`src/rtl/spi_pkg.sv`:
```
// spi_pkg: shared definitions for the SPI clock generator.
// Holds the transfer FSM state type and the default divisor / bit-count widths.
package spi_pkg;
   localparam int DEF_DIV_W = 8;
   localparam int DEF_CNT_W = 6;
   typedef enum logic [1:0] {IDLE, RUN, DONE} spi_state_t;
endpackage

```
`src/rtl/spi_clk_tick.sv`:
```
// spi_clk_tick: half-period counter producing a one-cycle tick every i_div+1 enabled cycles.
// Ports: i_clk/i_rst_n clock and async active-low reset; i_load loads i_div;
// i_en runs the count; i_div load/reload value; o_tick terminal-count pulse.
module spi_clk_tick
   import spi_pkg::*;
#(
   parameter int DIV_W = DEF_DIV_W
) (
   input  logic             i_clk,
   input  logic             i_rst_n,
   input  logic             i_load,
   input  logic             i_en,
   input  logic [DIV_W-1:0] i_div,
   output logic             o_tick
);
   logic [DIV_W-1:0] r_cnt;
   assign o_tick = i_en && (r_cnt == '0);
   always_ff @(posedge i_clk or negedge i_rst_n) begin
      if (!i_rst_n) r_cnt <= '0;
      else if (i_load || o_tick) r_cnt <= i_div;
      else if (i_en) r_cnt <= r_cnt - DIV_W'(1);
   end
endmodule

```
`src/rtl/spi_clk_gen.sv`:
```
// spi_clk_gen: SPI master clock generator with leading/trailing and sample/shift strobes.
// Ports: m_clk system clock; nrst async active-low reset; start/abort transfer control;
// cpol/cpha SPI mode; div half-period minus one; nbits clock periods per transfer;
// spi_clk generated clock; lead_stb/trail_stb edge strobes; sample_stb/shift_stb
// mode-mapped strobes; busy transfer active; done normal-completion pulse.
module spi_clk_gen
   import spi_pkg::*;
#(
   parameter int DIV_W = DEF_DIV_W,
   parameter int CNT_W = DEF_CNT_W
) (
   input  logic             m_clk,
   input  logic             nrst,
   input  logic             start,
   input  logic             abort,
   input  logic             cpol,
   input  logic             cpha,
   input  logic [DIV_W-1:0] div,
   input  logic [CNT_W-1:0] nbits,
   output logic             spi_clk,
   output logic             lead_stb,
   output logic             trail_stb,
   output logic             sample_stb,
   output logic             shift_stb,
   output logic             busy,
   output logic             done
);
   spi_state_t       r_state, w_next;
   logic [DIV_W-1:0] r_div;
   logic [CNT_W-1:0] r_nbits;
   logic [CNT_W:0]   r_tog, w_tog_nx;
   logic             r_cpol, r_cpha, r_spi, r_lead, r_trail, r_sample, r_shift, r_busy, r_done;
   logic             w_accept, w_tick, w_toggle, w_last, w_lead, w_trail;
   assign w_accept = (r_state == IDLE) && start && !abort;
   // abort wins over a coincident tick so the return to idle carries no strobe
   assign w_toggle = (r_state == RUN) && !abort && w_tick;
   // one extra count bit keeps 2*nbits representable at the largest nbits
   assign w_tog_nx = r_tog + (CNT_W+1)'(1);
   assign w_last   = w_toggle && (w_tog_nx == {r_nbits, 1'b0});
   assign w_lead   = w_toggle && (r_spi == r_cpol);
   assign w_trail  = w_toggle && (r_spi != r_cpol);
   spi_clk_tick #(.DIV_W(DIV_W)) u_tick (
      .i_clk  (m_clk),
      .i_rst_n(nrst),
      .i_load (w_accept),
      .i_en   (r_state == RUN),
      .i_div  (w_accept ? div : r_div),
      .o_tick (w_tick)
   );
   always_comb begin
      w_next = r_state;
      case (r_state)
         IDLE:    w_next = w_accept ? ((nbits != '0) ? RUN : DONE) : IDLE;
         RUN:     w_next = abort ? IDLE : (w_last ? DONE : RUN);
         default: w_next = IDLE;
      endcase
   end
   always_ff @(posedge m_clk or negedge nrst) begin
      if (!nrst) begin
         r_state  <= IDLE;
         r_div    <= '0;
         r_nbits  <= '0;
         r_tog    <= '0;
         r_cpol   <= 1'b0;
         r_cpha   <= 1'b0;
         r_spi    <= 1'b0;
         r_lead   <= 1'b0;
         r_trail  <= 1'b0;
         r_sample <= 1'b0;
         r_shift  <= 1'b0;
         r_busy   <= 1'b0;
         r_done   <= 1'b0;
      end else begin
         r_state  <= w_next;
         r_busy   <= (w_next == RUN);
         // done trails the state by one cycle: it marks the cycle spent in DONE
         r_done   <= (r_state == DONE);
         r_lead   <= w_lead;
         r_trail  <= w_trail;
         r_sample <= r_cpha ? w_trail : w_lead;
         r_shift  <= r_cpha ? w_lead : w_trail;
         r_spi    <= (r_state == IDLE) ? cpol : ((r_state == RUN) && abort) ? r_cpol : r_spi ^ w_toggle;
         if (w_accept) begin
            r_div   <= div;
            r_nbits <= nbits;
            r_cpol  <= cpol;
            r_cpha  <= cpha;
            r_tog   <= '0;
         end else if (w_toggle) r_tog <= w_tog_nx;
      end
   end
   assign spi_clk    = r_spi;
   assign lead_stb   = r_lead;
   assign trail_stb  = r_trail;
   assign sample_stb = r_sample;
   assign shift_stb  = r_shift;
   assign busy       = r_busy;
   assign done       = r_done;
endmodule

```
`config.mk`:
```
export PLATFORM = sky130hd
export DESIGN_NAME = spi_clk_gen
export DESIGN_NICKNAME = d
export VERILOG_FILES = /design/src/rtl/spi_pkg.sv /design/src/rtl/spi_clk_tick.sv /design/src/rtl/spi_clk_gen.sv
export SDC_FILE = /design/constraint.sdc
export NUM_CORES = 1
export LEC_CHECK = 0
export ABC_AREA = 1
export CAP_MARGIN = 20
export CORE_MARGIN = 1.5
export CORE_UTILIZATION = 55
export DETAILED_ROUTE_END_ITERATION = 10
export DONT_BUFFER_PORTS = 1
export PLACE_DENSITY = 0.7
export SLEW_MARGIN = 10
export SYNTH_ARGS = -nofsm -noshare
export SYNTH_HDL_FRONTEND = slang
export SYNTH_SLANG_ARGS = --single-unit
export TNS_END_PERCENT = 50
```
`constraint.sdc`:
```
create_clock -name m_clk -period 2 [get_ports m_clk]
set_input_delay 0.6 -clock m_clk [delete_from_list [all_inputs] [get_ports m_clk]]
set_output_delay 0.6 -clock m_clk [all_outputs]
set_load 0.005 [all_outputs]
```
==> results_dict.tcl, run 1 <==
set metrics [dict create \
    avgRoutedWirePerCell_um 13.36 \
    r2r-end "u_tick.r_cnt[3]" \
    drc 0 \
    grt_antenna_before_repair 0 \
    clock.fmax_ghz 0.5913 \
    arrival_ns 1.87 \
    grt_pass1_wl_um 7424 \
    via_per_inst 5.220 \
    row_count 22 \
    drt_first_pass_iters 4 \
    synth-seq-cells 40 \
    maxCapViolCount 0 \
    sequentialPowerShare 0.476 \
    synth_edf_count 0 \
    diodes 0 \
    worstSetupStartpointType "flop" \
    crit_required_ns 2.18 \
    overflow 0 \
    clkTransAtPathRegs_ns 0.08 \
    period_share 0.8456 \
    combPwrFrac 0.276 \
    yosys_warnings 0 \
    maxSlewHeadroom 0.7613 \
    ys_seq_area_frac 0.4782 \
    grt_max_degree 41 \
    status "finished, final reports clean" \
    clock_latency_ns 0.29 \
    start_util 0.5718 \
    critPathLaunch "u_tick.r_cnt[1]" \
    hp-class "input pin to asynchronous set/reset pin" \
    fp.dieW_um 64.69 \
    drt_iter0_markers 151 \
    cp-endpoint "u_tick.r_cnt[3]" \
    syn_avg_cell_area_sq_um 8.145 \
    ys_top_cells_by_count "nand2_1, dfrtp_1, inv_1, nor2_1, o21ai_0" \
    fin_nets 287 \
    cts.path.max_buffers 2 \
    switchingPower_w 0.0007554 \
    io_pins 27 \
    area_growth_pct 7.531 \
    crit_type "flop to flop" \
    synth-main-ff-cell "dfrtp_1" \
    pwr-share-clk 0.247 \
    syn_nets 280 \
    clock-sinks 40 \
    rsz0062_at_grt "no" \
    tightestPinTransition_ns 0.3570 \
    crit-reg2reg-launch "u_tick.r_cnt[1]" \
    synthTopCellsByArea "dfrtp_1, nand2_1, inv_1" \
    finalCriticalPeriod_ns 1.691 \
    ir_worst_vdd_uv 554.0 \
    cts_buffers 5 \
    worstSetupEndpointType "flop" \
    synth_area_sq_mm 0.002093 \
    hold_viol 0 \
    ys_types 36 \
    die_area_sq_mm 0.004185 \
    utilization 0.6148 \
    die_h_um 64.69 \
    grt_pass1_vias 1564 \
    totalWireLength_um 4181 \
    synth_area_leader_cell "dfrtp_1" \
    synthCells 257 \
    cts_root_buffer "clkbuf_8" \
    internal_power_w 0.001478 \
    p_per_area_mw_per_mm2 992.3 \
    gp_congestion 0.8813 \
    p_sw_frac 0.3382 \
    cts_setup_buffers 0 \
    async_flop_share 1.000 \
    coreArea_sq_mm 0.003661 \
    synth_top_area_frac 0.4782 \
    power.static_leakage_nw 1.120 \
    reg2regPathDepth 11 \
    skew_ns 0.004474 \
    grt_usage 0.2333 \
    vias 1634 \
    path_max_fanout 11 \
    ant_nets 0 \
    drv_slew 0 \
    cts_tree "built" \
    dp_hpwl_um 3076 \
    setup_tns_ns 0 \
    setup_viol 0 \
    port_buffers 0 \
    yosysMostFrequentCell "nand2_1" \
    drive_above_1_share 0.1321 \
    r2r_slack_ns 0.31 \
    htreeDepth 2 \
]
## cell type report
cell class / count / area (sq um)
clock buffers: 8 / 90.09
fillers: 320 / 1410
multi-input cells: 177 / 918.4
flip-flops and latches: 40 / 1001
inverters: 35 / 131.4
well taps: 48 / 60.06
repair buffers: 5 / 50.05
## repair_timing
| action | in CTS | in global routing |
|---|---|---|
| endpoints found under the setup margin | 0 | 0 |
| gates resized for setup | 0 | 0 |
| hold buffers | 1 | 0 |
| endpoints found under the hold margin | 40 | 0 |
## metrics by stage
| step | hold WS (ns) | total power, W | worst slack (ns) | instances | instance area, sq um |
|---|---|---|---|---|---|
| floorplan | 0.3044 | 0.001549 | 0.4363 | 257 | 2093 |
| global placement | 0.3054 | 0.001663 | 0.3144 | 304 | 2141 |
| detailed placement | 0.3057 | 0.001672 | 0.2605 | 304 | 2141 |
| CTS | 0.1511 | 0.002244 | 0.3174 | 313 | 2251 |
| global route | 0.1493 | 0.002394 | 0.1396 | 313 | 2251 |
| finish | 0.1462 | 0.002234 | 0.3087 | 313 | 2251 |
## power groups by stage
stage	Sequential, W	Combinational (W)	Clock, W
finish	0.00106	0.000618	0.000552
global route	0.00108	0.000714	0.000598
CTS	0.00106	0.000620	0.000561
detailed placement	0.00107	0.000597	0
global placement	0.00108	0.000587	0
floorplan	0.00105	0.000501	0
## state kept, by name (all words and copies together), names as in the netlist
register / count
done: 1
spi_clk: 1
lead_stb: 1
r_div: 8
shift_stb: 1
r_nbits: 6
r_cpha: 1
r_state: 2
busy: 1
trail_stb: 1
sample_stb: 1
r_tog: 7
u_tick.r_cnt: 8
r_cpol: 1
## logic make-up (layout without fill, tap and decap cells)
kind of cell | after synthesis | count (layout) | synth area share
and+or+nand+nor | 129 | 129 | 0.2839
buffers and inverters | 40 | 48 | 0.08308
AOI/OAI and AO/OA | 40 | 40 | 0.1136
adders and majority gates | 3 | 3 | 0.01793
DFF | 40 | 40 | 0.4782
muxes | 2 | 2 | 0.01076
xor gates and xnor gates | 3 | 3 | 0.01255
## worst min-delay path by stage
stage                            end  from  cells past startpoint
final                     sample_stb  nrst                      1
after global routing        r_tog[2]  nrst                      1
after CTS                 r_nbits[1]  nrst                      1
after detailed placement  r_nbits[0]  nrst                      0
after global placement    r_nbits[0]  nrst                      0
after floorplan                 busy  nrst                      0
## critical path: stages (launching register included)
cell and delay, ns:
dfrtp_1 0.39, inv_1 0.10, ha_1 0.15, nand3_1 0.13, nor2_4 0.15, nand2_2 0.08, nand2_4 0.10, inv_2 0.14
nand2_4 0.15, inv_2 0.06, nand2_1 0.06, o21ai_1 0.07
## routing by layer
metal,track usage,routed length (um),vias up
met5,0,0,-
met4,0.08777,71,0
met3,0.05208,193,7
met2,0.3281,1786,45
met1,0.3517,2130,754
li1,-,-,828
## cells in the final DEF (no fill, tap or decap), types with 2 or more instances in the layout
cell,count
clkbuf_1,2
a21oi_1,4
nor2_1,20
nand3_1,15
nand2_4,2
o21ai_1,9
o22ai_1,4
nand3_2,2
inv_2,7
xnor2_1,2
ha_1,3
o21ai_0,16
mux2_2,2
inv_1,28
nand2_1,77
o211ai_2,2
clkbuf_8,6
nand2_2,2
buf_4,4
dfrtp_1,40
nand3b_1,2
No activity file was read; power rests on OpenSTA's default activity.
==> run 2: changes to the inputs <==
clock period = 1.6 ns   (was 2 ns; I/O delays follow)
==> run 2 against run 1 <==
Compared with the run above: the flow now finishes with violations (negative hold slack, negative setup slack); critical path depth is 1 lower; via count is 3.9% higher; clock skew is 0.0081 ns higher; sequential cell count stayed put; non-clock buffer count is 14 higher; sequential share of layout area is 3.7 points lower; total power is 37% higher; cell count is 4.5% higher; routed wire length is 3.7% higher; first-iteration DRC count is 33% lower; core utilization is 5.6 points higher; worst hold slack worse by 0.15 ns; critical path type unchanged; largest cell class unchanged.
==> results_dict.tcl, run 2 (synthesis results as in run 1) <==
set metrics [dict create \
    status "finished with violations" \
    violations "negative hold slack, negative setup slack" \
    io_pins 27 \
    diodes 0 \
    worstSetupEndpointType "flop" \
    coreArea_sq_mm 0.003661 \
    clkTransAtPathRegs_ns 0.08 \
    totalWireLength_um 4337 \
    grt_usage 0.2316 \
    overflow 0 \
    cts_buffers 5 \
    die_area_sq_mm 0.004185 \
    clock.fmax_ghz 0.6038 \
    path_cells "ha_4 -> inv_2 -> nand2_2 -> nand2_1 -> nor2_1 -> nand3_1 -> nor2_1 -> nand3_2 -> o21ai_2 -> nand2_1" \
    period_share 1.035 \
    holdWs_ns -0.00007305 \
    fin_ws_ns -0.05608 \
    arrival_ns 1.83 \
    avgRoutedWirePerCell_um 13.26 \
    clock-sinks 40 \
    pre_cts_slack_ns -0.03959 \
    tightestPinTransition_ns 0.4168 \
    worstSetupStartpointType "flop" \
    rsz0062_at_grt "yes" \
    row_count 22 \
    grt_use_met2 0.3294 \
    grt_use_met3 0.06250 \
    drive_above_1_share 0.2294 \
    placed_area_sq_mm 0.002208 \
    fp.dieW_um 64.69 \
    cts_root_buffer "clkbuf_8" \
    port_buffers 0 \
    grt_antenna_before_repair 0 \
    final_area_sq_mm 0.002457 \
    setup_viol 2 \
    crit_type "flop to flop" \
    p_per_area_mw_per_mm2 1249 \
    skew_ns 0.01256 \
    hold_viol 2 \
    maxCapViolCount 0 \
    grt_max_degree 41 \
    busiest_layer "met1" \
    power.static_leakage_nw 1.199 \
    path_max_fanout 3 \
    drt_iter0_markers 101 \
    clock_latency_ns 0.30 \
    gp_congestion 0.8147 \
    die_h_um 64.69 \
    drc 0 \
    cts.path.max_buffers 2 \
    drt_first_pass_iters 4 \
    maxSlewHeadroom 0.7202 \
    cpPeakStageDelay_ns 0.43 \
    ir_worst_vdd_uv 879.3 \
    dp_hpwl_um 3081 \
    final_common_cell "nand2_1" \
    start_util 0.5718 \
    area_growth_pct 17.39 \
    drv_slew 0 \
    fin_nets 301 \
    largest_registers "r_div (8), u_tick.r_cnt (8), r_tog (7)" \
    layout_common_cells "nand2_1, dfrtp_1, inv_1" \
    crit_required_ns 1.78 \
    fillers 294 \
    finalCriticalPeriod_ns 1.656 \
    hp-class "input pin to asynchronous set/reset pin" \
    grt_pass1_wl_um 7355 \
    grt_use_met1 0.3509 \
    crit_slowest_cell "dfrtp_1" \
    via_per_inst 5.190 \
    vias 1697 \
    utilization 0.6712 \
    ant_nets 0 \
    htreeDepth 2 \
    cts_tree "built" \
    grt_pass1_vias 1576 \
]
==> run 2: final cells by class <==
type | count | area [sq um] | area share
sequential | 40 | 1001 | 0.4073
multi-input combinational | 177 | 997.2 | 0.4058
timing repair buffer | 19 | 155.1 | 0.06314
inverter | 35 | 136.4 | 0.05550
clock buffer | 6 | 72.57 | 0.02953
tap | 48 | 60.06 | 0.02444
clock inverter | 2 | 35.03 | 0.01426
==> run 2: worst paths after layout <==
kind	start	slack, ns	to	cells past startpoint
max reg2reg	r_tog[0]	-0.06	r_state[0]	10
max	r_tog[0]	-0.06	r_state[0]	10
max in group asynchronous	nrst	1.38	r_tog[6]	1
min in group m_clk	cpha	0.29	r_cpha	2
min reg2reg	r_div[4]	0.48	r_div[4]	2
min	nrst	-0.00007	r_nbits[1]	1
==> run 2: where the power goes <==
part           switching [W]  internal (W)
registers           0.000119       0.00120
logic               0.000550      0.000389
clock network       0.000354      0.000463
==> run 2: through the flow <==
step | power (W) | TNS [ns] | cells
3_5_place_dp | 0.002136 | -0.07327 | 313
5_1_grt | 0.003270 | -0.4722 | 327
6_report | 0.003070 | -0.1057 | 327
3_3_place_gp | 0.002121 | 0 | 313
4_1_cts | 0.002982 | 0 | 323
2_1_floorplan | 0.001936 | 0 | 257
==> run 2: worst max-delay path, delay by kind of cell, from the launching register on <==
| kind | cells | cell delay, ns |
|---|---|---|
| compound gates | 1 | 0.19 |
| fa+ha+maj | 1 | 0.28 |
| buf+inv | 1 | 0.04 |
| flops | 1 | 0.43 |
| simple gates | 7 | 0.62 |
==> run 2: repair_timing <==
item / in CTS / in global routing
gates resized for setup: 2 / 21
pin swaps: 0 / 10
endpoints found under the hold margin: 40 / 0
setup buffers: 1 / 4
setup endpoints to repair: 2 / 11
hold buffers: 1 / 0
==> run 2: metal layers <==
metal,routed length (um),share of wire
met5,0,0
met2,1899,0.44
met4,52,0.012
met1,2212,0.51
met3,173,0.040
==> run 3: changes to the inputs <==
CORE_UTILIZATION = 62   (was 55)
PLACE_DENSITY = 0.78   (was 0.7)
==> run 3 against run 2 <==
Compared with the run above: global-route usage up 3.7 points; the run ends with negative setup slack left; critical path type unchanged; via count rose by 5.6%; sequential cell count is the same; combinational power rose by 14%; highest routed layer unchanged; sequential share of layout area shrank 0.89 points; first-iteration DRC count up 84%; clock skew increased by 0.0011 ns.
==> results_dict.tcl, run 3 (synthesis results as in run 1) <==
set metrics [dict create \
    via_per_inst 5.497 \
    maxSlewHeadroom 0.7179 \
    r2r_slack_ns -0.01 \
    holdWs_ns 0.2324 \
    vias 1792 \
    drt_first_pass_iters 4 \
    violations "negative setup slack" \
    gp_congestion 0.8747 \
    crit_type "flop to flop" \
    path_cells "ha_4 -> inv_2 -> nand2_2 -> nand2_2 -> nor2_1 -> nand3_1 -> nor2_1 -> nand3_2 -> o21ai_2 -> nand2_1" \
    row_count 20 \
    drive_above_1_share 0.2589 \
    clock.fmax_ghz 0.6210 \
    final_common_cell "nand2_1" \
    overflow 0 \
    cts_root_buffer "clkbuf_4" \
    drc 0 \
    power.static_leakage_nw 1.207 \
    utilization 0.8032 \
    port_buffers 0 \
    clock-sinks 40 \
    grt_pass1_vias 1628 \
    tightestPinTransition_ns 0.4194 \
    setup_tns_ns -0.01591 \
    status "finished with violations" \
    clock_latency_ns 0.36 \
    die_area_sq_mm 0.003734 \
    cts_buffers 5 \
    finalCriticalPeriod_ns 1.610 \
    cp_num_buf_inv 1 \
    start_util 0.6692 \
    path_delay_family "simple AND/OR/NAND/NOR gates" \
    hp-class "input pin to flop" \
    worstSetupEndpointType "flop" \
    largest_registers "r_div (8), u_tick.r_cnt (8), r_tog (7)" \
    coreArea_sq_mm 0.003128 \
    setup_viol 2 \
    drv_slew 0 \
    placed_area_sq_mm 0.002203 \
    maxCapViolCount 0 \
    grt_max_degree 41 \
    ir_worst_vdd_uv 962.4 \
    skew_ns 0.01363 \
    die_h_um 61.11 \
    clkTransAtPathRegs_ns 0.13 \
    p_per_area_mw_per_mm2 1223 \
    htreeDepth 2 \
    crit_slowest_cell "dfrtp_1" \
    final_area_sq_mm 0.002512 \
    cts.path.max_buffers 2 \
    cpPeakStageDelay_ns 0.43 \
    fp.dieW_um 61.11 \
    path_max_fanout 3 \
    rsz0062_at_grt "yes" \
    grt_antenna_before_repair 0 \
    diodes 0 \
    fin_ws_ns -0.01041 \
    fin_nets 304 \
    worstSetupStartpointType "flop" \
    layout_common_cells "nand2_1, dfrtp_1, inv_1" \
    ant_nets 0 \
    arrival_ns 1.85 \
    io_pins 27 \
    grt_pass1_wl_um 7383 \
    drt_iter0_markers 186 \
    area_growth_pct 20.02 \
    dp_hpwl_um 3128 \
    cts_tree "built" \
    crit_required_ns 1.84 \
    hold_viol 0 \
    avgRoutedWirePerCell_um 15.01 \
    pre_cts_slack_ns 0.004651 \
    totalWireLength_um 4892 \
    period_share 1.007 \
    grt_usage 0.2686 \
]
## run 3: stage by stage
step	power [W]	cells
6_report	0.003072	326
3_5_place_dp	0.002173	309
2_1_floorplan	0.001936	257
4_1_cts	0.002874	320
5_1_grt	0.003256	326
3_3_place_gp	0.002146	309
## run 3: final cells by class
type / count / area (sq um)
inverter: 35 / 148.9
timing repair buffer: 21 / 188.9
clock inverter: 3 / 42.54
clock buffer: 5 / 37.54
timing repair inverter: 1 / 8.758
fill: 196 / 615.6
tap: 44 / 55.05
multi-input combinational: 177 / 1030
sequential: 40 / 1001
## run 3: path summary, 6_finish.rpt
path                          start        to  cells past startpoint
setup / recovery           r_tog[0]      busy                     10
hold / removal                 cpha    r_cpha                      2
setup reg to reg           r_tog[0]      busy                     10
hold reg to reg            r_div[6]  r_div[6]                      2
max in group asynchronous      nrst    r_cpol                      2
min in group asynchronous      nrst  r_tog[3]                      2
## run 3: what timing repair did
item                                    CTS  global route
endpoints found under the setup margin    2            21
gates cloned                              0             1
pin swaps                                 0            13
buffers inserted                          1             5
hold buffers                              2             0
gates resized for setup                   1            35
hold endpoints to repair                 40             0
## run 3: report_power, final
part	internal, W	switching [W]	total, W
clock network	0.000326	0.000352	0.000677
registers	0.00119	0.000134	0.00133
logic	0.000437	0.000630	0.00107
## run 3: routing by layer
layer | GRT usage | vias up | part of all wire | wire (um)
met5 | 0 | - | 0 | 0
met4 | 0.07143 | 0 | 0.0094 | 46
met3 | 0.07563 | 6 | 0.076 | 374
met2 | 0.3784 | 65 | 0.47 | 2292
met1 | 0.4062 | 850 | 0.45 | 2178
li1 | - | 871 | - | -
## run 3: worst reg2reg max path: stages, from the launching register on
cell and delay (ns):
dfrtp_1 0.43, ha_4 0.27, inv_2 0.04, nand2_2 0.05, nand2_2 0.05, nor2_1 0.09, nand3_1 0.09, nor2_1 0.14
nand3_2 0.10, o21ai_2 0.16, nand2_1 0.07
==> variant 1: new RTL, flow settings as in run 2 <==
Re-encode `spi_state_t` (3 states) as one-hot, 3 bits wide.
--- a/src/rtl/spi_pkg.sv
+++ b/src/rtl/spi_pkg.sv
@@ -3,6 +3,6 @@
 package spi_pkg;
    localparam int DEF_DIV_W = 8;
    localparam int DEF_CNT_W = 6;
-   typedef enum logic [1:0] {IDLE, RUN, DONE} spi_state_t;
+   typedef enum logic [2:0] {IDLE = 3'b001, RUN = 3'b010, DONE = 3'b100} spi_state_t;
 endpackage
 
Function: same outputs for any inputs over 10 cycles, from zero or initial values and one cycle with nrst low; not proved beyond that.
==> variant 1 against run 2 <==
- hold slack gained 0.024 ns
- power fell by 1.0%
- highest routed layer unchanged
- design area grew 8.7%
- sequential cell count is 1 higher
- wire length is 10% higher
- worst setup slack improved by 0.037 ns
- critical endpoint is now busy
- synthesized cell count increased by 4.3%
- the flow finishes with violations (setup timing)
- synthesized area is 5.3% higher
- clock skew down 0.0067 ns
==> variant 1: results (changes against run 2) <==
[setup_path]
cp_max_fo = 3  ; unchanged
arrival_ns = 1.80  ; was 1.83 ns
r2r-start = r_tog[0]  ; unchanged
endpoint = busy  ; was r_state[0]

[timing]
setup_violations = 3  ; was 2
worstMarginPinSlew_ns = 0.4734  ; was 0.4168 ns
tns_ns = -0.02132  ; was -0.1057 ns
clock_skew_ns = 0.005841  ; was 0.01256 ns
fin_ws_ns = -0.01936  ; was -0.05608 ns

[clocking]
htree_levels = 2  ; unchanged

[power_and_ir_drop]
vdd_drop_max_v = 0.0007665  ; was 0.0008793 V
intPower_mw = 2.067  ; was 2.048 mW
p_leak_nw = 1.331  ; was 1.199 nW

[synth]
synth_common_cells = 75 x nand2_1, 44 x inv_1, 40 x dfrtp_1, 15 x o21ai_1, 13 x nand3_1  ; was 77 x nand2_1, 40 x dfrtp_1, 28 x inv_1, 20 x nor2_1, 16 x o21ai_0
ys_top_cells_by_area = dfrtp_1 45%, nand2_1 13%, inv_1 7.5%  ; was dfrtp_1 48%, nand2_1 14%, inv_1 5.0%
syn_area_per_cell_um2 = 8.222  ; was 8.145 µm²
synth.net_count = 291  ; was 280
ys_seq_area_frac = 0.4662  ; was 0.4782
synth.distinct_cells = 29  ; was 36
yosys_warnings = 0  ; unchanged

[run_status]
violations = setup timing  ; was hold timing, setup timing
status = finished, violations left  ; unchanged

[global_route]
grt_use_total = 0.2355  ; was 0.2316
grt_pass1_wl_um = 7762  ; was 7355 µm

[routing]
vias = 1801  ; was 1697
drt_iter0_drc = 114  ; was 101
wl_um = 4777  ; was 4337 µm

[place]
dp_cells = 328  ; was 313
finalWeightedCongestion = 0.8839  ; was 0.8147
hpwl_um = 3232  ; was 3081 µm

[finish]
n_antenna_cell = 0  ; unchanged
finalNonFillerCells = 343  ; was 327
nets = 318  ; was 301
final_layout_size_suffix_gt1_frac = 0.2746  ; was 0.2294

## variant 1: changes by cell type after synthesis, sizes merged, moves of 2 or more
cell / run 2 / this run
a31oi: 2 / 0
nor3: 0 / 3
nand2: 81 / 83
inv: 35 / 47
nor2: 23 / 16
xor2: 1 / 3
o21ai: 26 / 30
or2: 3 / 1
## variant 1: worst max-delay path, delay by kind of cell (launching register included)
family | cells | cell delay (ns)
AOI/OAI and AO/OA | 1 | 0.17
adders and majority gates | 1 | 0.28
buffers and inverters | 1 | 0.03
DFF | 1 | 0.42
and+or+nand+nor | 7 | 0.61
## variant 1: power by group through the flow
stage / sequential [mW] / clock (mW) / combinational [mW]
floorplan: 1.35 / 0 / 0.533
global placement: 1.37 / 0 / 0.728
detailed placement: 1.38 / 0 / 0.741
CTS: 1.36 / 0.815 / 0.774
global route: 1.39 / 0.865 / 0.988
finish: 1.37 / 0.799 / 0.872
## variant 1: how the worst min path moves through the flow
stage	startpoint	to	slack, ns	cells past startpoint
after floorplan	nrst	busy	0.18	0
after global placement	nrst	r_tog[4]	0.19	0
after detailed placement	nrst	r_tog[4]	0.19	0
after CTS	nrst	r_state[0]	0.02	0
after global routing	nrst	r_state[0]	0.008	0
final	nrst	r_state[0]	0.02	0
## variant 1: repair_timing
item	4_1_cts	5_1_grt
buffers inserted	0	6
pin swaps	1	11
gates cloned	0	1
gates resized for setup	1	31
hold buffers	1	0
endpoints found under the hold margin	40	0
setup endpoints to repair	2	18
## variant 1: cells by family (layout without fill, tap and decap cells)
logic type / count (synthesis) / after routing / synth area share
simple gates: 125 / 125 / 0.2765
compound gates: 41 / 41 / 0.1085
fa+ha+maj: 3 / 3 / 0.01704
mux: 2 / 2 / 0.01022
flops: 41 / 41 / 0.4662
xor+xnor: 4 / 4 / 0.01590
buf+inv: 52 / 79 / 0.1056
## variant 1: metal layers
layer,part of all wire,GRT usage
met1,0.42,0.2739
met2,0.52,0.4225
met3,0.039,0.05451
met4,0.020,0.07908
met5,0,0
## variant 1: area by class of cell
cell class | instances | area, µm²
fill | 300 | 1072
multi-input combinational | 175 | 1056
sequential | 41 | 1027
timing repair buffer | 25 | 242.7
inverter | 47 | 181.4
clock buffer | 5 | 68.82
tap | 48 | 60.06
clock inverter | 2 | 35.03
## variant 1: stage by stage
stage               instance area, µm²    util  setup WS [ns]  power [mW]
finish                            2671  0.7136       -0.01936       3.038
CTS                               2475  0.6611     -0.0001388       2.947
global route                      2671  0.7136        -0.1275       3.239
detailed placement                2347  0.6270       -0.01894       2.120
global placement                  2347  0.6270       0.004890       2.103
floorplan                         2203       -         0.1444       1.887
==> variant 2: new RTL, flow settings as in run 2 <==
Made on the original files. The package constant `DEF_DIV_W` goes from 8 to 12.
--- a/src/rtl/spi_pkg.sv
+++ b/src/rtl/spi_pkg.sv
@@ -1,7 +1,7 @@
 // spi_pkg: shared definitions for the SPI clock generator.
 // Holds the transfer FSM state type and the default divisor / bit-count widths.
 package spi_pkg;
-   localparam int DEF_DIV_W = 8;
+   localparam int DEF_DIV_W = 12;
    localparam int DEF_CNT_W = 6;
    typedef enum logic [1:0] {IDLE, RUN, DONE} spi_state_t;
 endpackage
Interface: changed (resized div); port bits go from 27 to 31. No check against the original RTL was run, so the function may have changed too.
==> variant 2 against run 2 <==
- the flow finishes with violations (DRC, hold timing)
- power increased by 18%
- worst setup slack improved by 0.064 ns
- synthesized area is 23% higher
- maximum frequency rose by 4.0%
- sequential share of layout area fell by 0.67 points
- wire length is 18% higher
- critical path depth up 2
- cell count up 22%
- design area grew 22%
- via count is 20% higher
- sequential cell count grew 8
- combinational power rose by 40%
- largest power group unchanged
==> variant 2: results (changes against run 2) <==
[run_status]
status = finished, violations left  ; unchanged
violations = DRC, hold timing  ; was hold timing, setup timing

[worst_hold_path]
holdCritPathClass = in -> async  ; unchanged

[finish]
multi_input_comb_cells = 217  ; was 177
fillers = 379  ; was 294
nonClkBufAreaFrac = 0.08848  ; was 0.06314
largestRegisters = r_div (12), u_tick.r_cnt (12), r_tog (7)  ; was r_div (8), u_tick.r_cnt (8), r_tog (7)
inv_count = 43  ; was 35
n_all_buffers = 31  ; was 19
final_layout_size_suffix_gt1_frac = 0.2486  ; was 0.2294
seq_share = 0.4007  ; was 0.4073
clockNetworkAreaShare = 0.02588  ; was 0.04379
nets = 373  ; was 301
multiInputGateArea_um2 = 1222  ; was 997.2 µm²
multi_input_area_share = 0.4078  ; was 0.4058

[routing]
drc = 3  ; was 0
wl_um = 5124  ; was 4337 µm
drt_iter0_drc = 68  ; was 101
dr.pass1.iters = 7  ; was 4
vias_per_cell = 5.101  ; was 5.190
wl_met1_um = 2288  ; was 2212 µm
wl_per_cell_um = 12.87  ; was 13.26 µm
wl_met3_um = 139  ; was 173 µm

[setup_path]
crit_start = u_tick.r_cnt[1]  ; was r_tog[0]
slowest_delay_ns = 0.39  ; was 0.43 ns

[floorplan]
tapCellCount = 52  ; was 48

[clocking]
cts_resized = 11  ; was 2
clock-sinks = 48  ; was 40

[power_and_ir_drop]
comb_power_share = 0.361  ; was 0.306
p_comb_mw = 1.31  ; was 0.939 mW
intPower_mw = 2.337  ; was 2.048 mW
vdd_drop_max_v = 0.0007837  ; was 0.0008793 V
p_leak_nw = 1.565  ; was 1.199 nW

[timing]
relSlewSlack = 0.7737  ; was 0.7202
clock_skew_ns = 0.007242  ; was 0.01256 ns
hold_viol = 48  ; was 2
finalHoldWorstSlack_ns = -0.1393  ; was -0.00007305 ns

[global_route]
grt_start_max_net_pins = 49  ; was 41
grt_use_met1 = 0.2759  ; was 0.3509
grt_util_met2 = 0.3998  ; was 0.3294
grt_pass1_vias = 2081  ; was 1576
grt_pass1_wl_um = 9011  ; was 7355 µm
use_met3 = 0.04360  ; was 0.06250
grt_use_total = 0.2249  ; was 0.2316

[place]
finalWeightedCongestion = 0.8448  ; was 0.8147
pre_cts_slack_ns = -0.1012  ; was -0.03959 ns
hpwl_um = 3800  ; was 3081 µm
dp_cells = 389  ; was 313
dpl_cell_area_um2 = 2825  ; was 2208 µm²

[synth]
ys_top_cells_by_area = dfrtp_1 47%, nand2_1 16%, inv_1 5.2%  ; was dfrtp_1 48%, nand2_1 14%, inv_1 5.0%
syn_area_per_cell_um2 = 8.178  ; was 8.145 µm²
ys_seq_area_frac = 0.4662  ; was 0.4782
synth.distinct_cells = 33  ; was 36
synth_common_cells = 107 x nand2_1, 48 x dfrtp_1, 36 x inv_1, 25 x nand3_1, 22 x nor2_1  ; was 77 x nand2_1, 40 x dfrtp_1, 28 x inv_1, 20 x nor2_1, 16 x o21ai_0

-- variant 2: final timing paths --
kind	slack, ns	to	cells past startpoint
setup reg to reg	0.007	r_state[0]	12
hold / removal	-0.14	r_nbits[5]	0
hold reg to reg	0.47	r_div[7]	2
max in group asynchronous	1.63	u_tick.r_cnt[5]	0
setup / recovery	0.007	r_state[0]	12
min in group m_clk	0.30	r_nbits[3]	2
-- variant 2: cell families after synthesis --
| kind of cell | after synthesis | share of synthesized area |
|---|---|---|
| AND/OR/NAND/NOR | 173 | 0.3167 |
| AO/OA/AOI/OAI | 31 | 0.07917 |
| multiplexers | 2 | 0.008741 |
| adder cells (fa/ha/maj) | 3 | 0.01457 |
| flip-flops | 48 | 0.4662 |
| buffers and inverters | 50 | 0.08742 |
| XOR/XNOR | 8 | 0.02720 |
